$ cat src/rtl/updown_sweep_ctrl.sv
// Bounded triangular sweep sequencer: drives count lo->hi->lo for num_sweeps sweeps under start/busy/done.
// Define SWEEP_DWELL_EN to add a DWELL-cycle hold at each turnaround.
module updown_sweep_ctrl #(
   parameter int unsigned WIDTH   = 4,
   parameter int unsigned SWEEP_W = 8,
   parameter int unsigned DWELL   = 3
) (
   input  logic               clk,
   input  logic               rst,
   input  logic               start,
   input  logic               abort,
   input  logic               pause,
   input  logic [WIDTH-1:0]   lo,
   input  logic [WIDTH-1:0]   hi,
   input  logic [SWEEP_W-1:0] num_sweeps,
   output logic [WIDTH-1:0]   count,
   output logic               dir,
   output logic               busy,
   output logic               done,
   output logic               err,
   output logic [SWEEP_W-1:0] sweep_cnt
);

   localparam int unsigned DWELL_W = 4;

   typedef enum logic [2:0] {
      S_IDLE  = 3'd0,
      S_UP    = 3'd1,
      S_DOWN  = 3'd2,
      S_DONE  = 3'd3
`ifdef SWEEP_DWELL_EN
      , S_DWELL = 3'd4
`endif
   } state_t;

   state_t             state_q, state_d;
   logic [WIDTH-1:0]   count_d;
   logic               dir_d;
   logic               busy_d;
   logic               done_d;
   logic               err_d;
   logic [SWEEP_W-1:0] sweep_d;
   logic [SWEEP_W-1:0] sweep_inc;
   logic [WIDTH-1:0]   lo_q, lo_d;
   logic [WIDTH-1:0]   hi_q, hi_d;
   logic [SWEEP_W-1:0] num_q, num_d;

`ifdef SWEEP_DWELL_EN
   logic [DWELL_W-1:0] dwell_q, dwell_d;
`else
   logic unused_dwell;
   assign unused_dwell = ^DWELL_W'(DWELL);
`endif

   assign sweep_inc = SWEEP_W'(sweep_cnt + 1'b1);

   // Next-state and next-output logic; abort outranks pause in every busy state.
   always_comb begin
      state_d = state_q;
      count_d = count;
      dir_d   = dir;
      sweep_d = sweep_cnt;
      lo_d    = lo_q;
      hi_d    = hi_q;
      num_d   = num_q;
      err_d   = 1'b0;
`ifdef SWEEP_DWELL_EN
      dwell_d = dwell_q;
`endif
      case (state_q)
         S_IDLE: begin
            if (start) begin
               if (lo < hi) begin
                  lo_d    = lo;
                  hi_d    = hi;
                  num_d   = num_sweeps;
                  count_d = lo;
                  dir_d   = 1'b1;
                  sweep_d = '0;
                  state_d = S_UP;
               end else begin
                  err_d = 1'b1;
               end
            end
         end
         S_UP: begin
            if (abort) begin
               state_d = S_IDLE;
            end else if (!pause) begin
               if (count != hi_q) begin
                  count_d = WIDTH'(count + 1'b1);
               end else begin
                  dir_d = 1'b0;
`ifdef SWEEP_DWELL_EN
                  dwell_d = DWELL_W'(DWELL - 1);
                  state_d = S_DWELL;
`else
                  count_d = WIDTH'(hi_q - 1'b1);
                  state_d = S_DOWN;
`endif
               end
            end
         end
         S_DOWN: begin
            if (abort) begin
               state_d = S_IDLE;
            end else if (!pause) begin
               if (count != lo_q) begin
                  count_d = WIDTH'(count - 1'b1);
               end else begin
                  sweep_d = sweep_inc;
                  // num_sweeps of zero means run until aborted
                  if ((num_q != '0) && (sweep_inc == num_q)) begin
                     state_d = S_DONE;
                  end else begin
                     dir_d = 1'b1;
`ifdef SWEEP_DWELL_EN
                     dwell_d = DWELL_W'(DWELL - 1);
                     state_d = S_DWELL;
`else
                     count_d = WIDTH'(lo_q + 1'b1);
                     state_d = S_UP;
`endif
                  end
               end
            end
         end
`ifdef SWEEP_DWELL_EN
         S_DWELL: begin
            if (abort) begin
               state_d = S_IDLE;
            end else if (!pause) begin
               if (dwell_q == '0) begin
                  // dir was already flipped on entry, so it names the leg to resume
                  if (dir) begin
                     count_d = WIDTH'(lo_q + 1'b1);
                     state_d = S_UP;
                  end else begin
                     count_d = WIDTH'(hi_q - 1'b1);
                     state_d = S_DOWN;
                  end
               end else begin
                  dwell_d = DWELL_W'(dwell_q - 1'b1);
               end
            end
         end
`endif
         S_DONE: begin
            state_d = S_IDLE;
         end
         default: begin
            state_d = S_IDLE;
         end
      endcase

      busy_d = (state_d == S_UP) || (state_d == S_DOWN)
`ifdef SWEEP_DWELL_EN
               || (state_d == S_DWELL)
`endif
               ;
      done_d = (state_d == S_DONE);
   end

   // State register and registered outputs.
   always_ff @(posedge clk) begin
      if (rst) begin
         state_q   <= S_IDLE;
         count     <= '0;
         dir       <= 1'b1;
         busy      <= 1'b0;
         done      <= 1'b0;
         err       <= 1'b0;
         sweep_cnt <= '0;
         lo_q      <= '0;
         hi_q      <= '0;
         num_q     <= '0;
`ifdef SWEEP_DWELL_EN
         dwell_q   <= '0;
`endif
      end else begin
         state_q   <= state_d;
         count     <= count_d;
         dir       <= dir_d;
         busy      <= busy_d;
         done      <= done_d;
         err       <= err_d;
         sweep_cnt <= sweep_d;
         lo_q      <= lo_d;
         hi_q      <= hi_d;
         num_q     <= num_d;
`ifdef SWEEP_DWELL_EN
         dwell_q   <= dwell_d;
`endif
      end
   end

endmodule
$ cat config.mk
export PLATFORM = sky130hd
export DESIGN_NAME = updown_sweep_ctrl
export DESIGN_NICKNAME = d
export VERILOG_FILES = /design/src/rtl/updown_sweep_ctrl.sv
export SDC_FILE = /design/constraint.sdc
export NUM_CORES = 1
export LEC_CHECK = 0
export CAP_MARGIN = 40
export CORE_MARGIN = 4
export CORE_UTILIZATION = 50
export CTS_BUF_LIST = sky130_fd_sc_hd__clkbuf_8
export DETAILED_ROUTE_END_ITERATION = 6
export MAX_ROUTING_LAYER = met4
export PLACE_DENSITY = 0.89
export SLEW_MARGIN = 10
export SYNTH_ARGS = -nofsm -noshare
export SYNTH_HDL_FRONTEND = slang
export SYNTH_SLANG_ARGS = --single-unit
$ cat constraint.sdc
create_clock -name clk -period 1.9 [get_ports clk]
set_clock_uncertainty 0.05 [all_clocks]
set_input_delay 0.19 -clock clk [delete_from_list [all_inputs] [get_ports clk]]
set_output_delay 0.19 -clock clk [all_outputs]
set_load 0.02 [all_outputs]
==> flow_summary.toml <==
[pwr]
clkPwrFrac_pct = 33.8
p_int_mw = 1.43
power.switching_uw = 621
p_leak_nw = 1.42
power_frac_comb_pct = 27.6
peakVddDrop_uv = 454
power_frac_seq_pct = 38.6
power.density_nw_per_um2 = 602
p_sw_share_pct = 30.4

[grt]
grt_pass1_wl_um = 10700
grtUsageTotal_pct = 25.7
grt_pass1_vias = 2245
grt_overflow = 0
antenna_found_initial = 0
grt_max_degree = 31

[clock_tree]
cts_tree = "yes"
postCtsHoldBufs = 0
clkSlewWorstSetupHoldPaths_ps = 80
clockBufferDepth = 2
cts_htree_levels = 2
root_buffer = "clkbuf_8"
insertion_delay_ps = 300
cts_buffers = 5
clock_sinks = 35

[placement]
hpwlAfterDp_um = 4710
place_ws_ps = -349
io_buffers = 36
dpl_cell_area_um2 = 2950
place.gp.congestion = 0.920

[worst_setup_path]
end_kind = "flop"
crit_path_max_fanout = 3
worstSetupPathType = "flop to flop"
cp_data_arrival_time_ps = 2410
cp.required_ps = 2040
startpoint_type = "flop"

[finish]
stdcell_area_um2 = 3400
layout_commonest_cell = "buf_4"
drive_gt1_share_pct = 33.7
nFillCells = 254
syn_to_final_growth_pct = 50.4
layout_common_cells = "48 x buf_4, 36 x clkdlybuf4s50_1, 31 x nor2_1"
n_antenna_cell = 0
final_nets = 381

[run]
drv_cap = 0

[detailed_routing]
drtIter0Drc = 483
wirelength_um = 8580
num_vias = 2639
post-route-drc-count = 0
firstDrtPassIters = 7
routed_via_density = 6.52
ant_nets = 0
routedWlPerCell_um = 21.2

[yosys]
synth-simple-area-share_pct = 24.9
syn-num-nets = 296
synth_seq_cells = 35
syn_area_um2 = 2260
avgSynthCellArea_um2 = 8.46
synth-main-ff-cell = "dfxtp_1"
synthXorXnorAreaFrac_pct = 8.91
synth-seq-area-share_pct = 31.0
ys_async_sr_fraction_pct = 0
synth_top_family_by_area = "simple AND/OR/NAND/NOR gates"
synth-edff-count = 0
synthMuxAreaShare_pct = 8.53
yosys.cell_types.count = 59
yosysWarningCount = 0
synth-compound-area-share_pct = 16.7
synth_fa_ha_area_share_pct = 4.43
synthCells = 267

[floorplan]
die_y_um = 75.2
num_rows = 24
fp.coreArea_um2 = 4350
initial_core_util_pct = 51.9
ioPinCount = 37
die_area_um2 = 5660
floorplan.die.width_um = 75.2

[timing]
final_hold_viol_count = 0
rsz0062_at_grt = "true"
slew_violations = 0
setup_viol = 16
finalCritPeriodShare_pct = 119
post-route-min-period_ps = 2260
layout_setup_ws_ps = -364
clock.fmax_mhz = 442

[hold_path]
hold_class = "primary input to flop"

[outcome]
violations = "negative setup slack"
status = "complete, but fails checks"
==> critical path, stage by stage, from the launching register on <==
cell and delay [ps]:
dfxtp_2 340, xor2_2 170, or4_4 590, nor4_4 360
and4b_4 310, nor2_2 70, o31ai_2 260
==> registers in the layout (all words and copies together) (netlist names) <==
name       count
busy           1
count          4
dir            1
done           1
err            1
hi_q           4
lo_q           4
num_q          8
state_q        3
sweep_cnt      8
==> stage by stage <==
stage | instances | TNS (ps) | utilization (%) | hold slack, ps | power [mW]
detailed placement | 386 | -8250 | 67.8 | 467 | 1.25
global route | 405 | -3620 | 78.1 | 454 | 2.10
CTS | 399 | -881 | 73.3 | 452 | 1.95
finish | 405 | -3150 | 78.1 | 440 | 2.05
global placement | 386 | -6890 | 67.8 | 457 | 1.24
floorplan | 267 | -1340 | - | 265 | 1.05
==> synth_stat cells, types with 2 or more instances <==
| cell type | n | share of area [%] |
|---|---|---|
| mux2i_1 | 17 | 7.5 |
| inv_1 | 9 | 1.5 |
| o22ai_1 | 2 | 0.55 |
| or4_1 | 2 | 0.66 |
| buf_2 | 2 | 0.44 |
| a31oi_1 | 3 | 0.83 |
| and2_1 | 2 | 0.55 |
| nor3_1 | 3 | 0.66 |
| nor2_1 | 32 | 5.3 |
| a211o_1 | 2 | 0.78 |
| nor4_1 | 2 | 0.55 |
| xnor2_1 | 11 | 4.3 |
| or3_1 | 4 | 1.1 |
| xor2_1 | 12 | 4.7 |
| buf_6 | 2 | 1.0 |
| nand2_1 | 12 | 2.0 |
| a21oi_1 | 24 | 5.3 |
| nand4_1 | 5 | 1.4 |
| o21ai_1 | 6 | 1.3 |
| dfxtp_1 | 35 | 31 |
| o21ai_0 | 5 | 1.1 |
| nand2b_1 | 9 | 2.5 |
| or3b_1 | 2 | 0.78 |
| o2111ai_1 | 2 | 0.78 |
| a211oi_1 | 2 | 0.66 |
| nand4b_1 | 2 | 0.78 |
| mux2_2 | 2 | 1.0 |
| clkbuf_1 | 8 | 1.3 |
| nand3_1 | 6 | 1.3 |
| nor2b_1 | 3 | 0.83 |
| ha_1 | 8 | 4.4 |
| nor4b_1 | 4 | 1.6 |
==> worst paths after layout <==
check                                            from               endpoint  slack, ps  cells past startpoint
worst max-delay path             lo_q[1]$_SDFFE_PP0P_  count[1]$_SDFFE_PP0P_       -360                      6
worst min-delay path                    num_sweeps[6]  num_q[6]$_SDFFE_PP0P_        440                      3
worst max register to register   lo_q[1]$_SDFFE_PP0P_  count[1]$_SDFFE_PP0P_       -360                      6
worst min register to register  num_q[0]$_SDFFE_PP0P_  num_q[0]$_SDFFE_PP0P_        480                      2
==> area by class of cell <==
| cell class | count | area (um^2) | share of cell area (%) |
|---|---|---|---|
| timing repair buffer | 93 | 826 | 24.3 |
| clock buffer | 5 | 68.8 | 2.02 |
| tap | 52 | 65.1 | 1.91 |
| multi-input combinational | 208 | 1650 | 48.5 |
| inverter | 9 | 33.8 | 0.994 |
| clock inverter | 3 | 43.8 | 1.29 |
| sequential | 35 | 712 | 20.9 |
==> cells by family (layout without fill, tap and decap cells) <==
kind of cell,count (synthesis),in the layout
other,1,1
adders and majority gates,8,8
muxes,19,19
buffers and inverters,24,110
and+or+nand+nor,99,99
AOI/OAI and AO/OA,58,58
xor gates and xnor gates,23,23
DFF,35,35
==> power groups by stage <==
stage                     combinational (mW)  clock [mW]  sequential [mW]
final                                  0.565       0.691            0.791
after global routing                   0.588       0.722            0.793
after CTS                              0.487       0.678            0.787
after detailed placement               0.445           0            0.803
after global placement                 0.436           0            0.801
after floorplan                        0.246           0            0.808
==> what timing repair did <==
item	4_1_cts	5_1_grt
buffers inserted	5	7
pin swaps	19	22
endpoints found under the setup margin	14	25
resized for setup	21	34
cloned	0	0
==> metal layers <==
layer  share of wire, %  global-route usage (%)
met1                 36                    32.7
met2                 43                    40.0
met3                 13                    5.47
met4                7.7                    9.90
met5                  0                       -
Note: power is estimated with default switching activity, not from simulation.
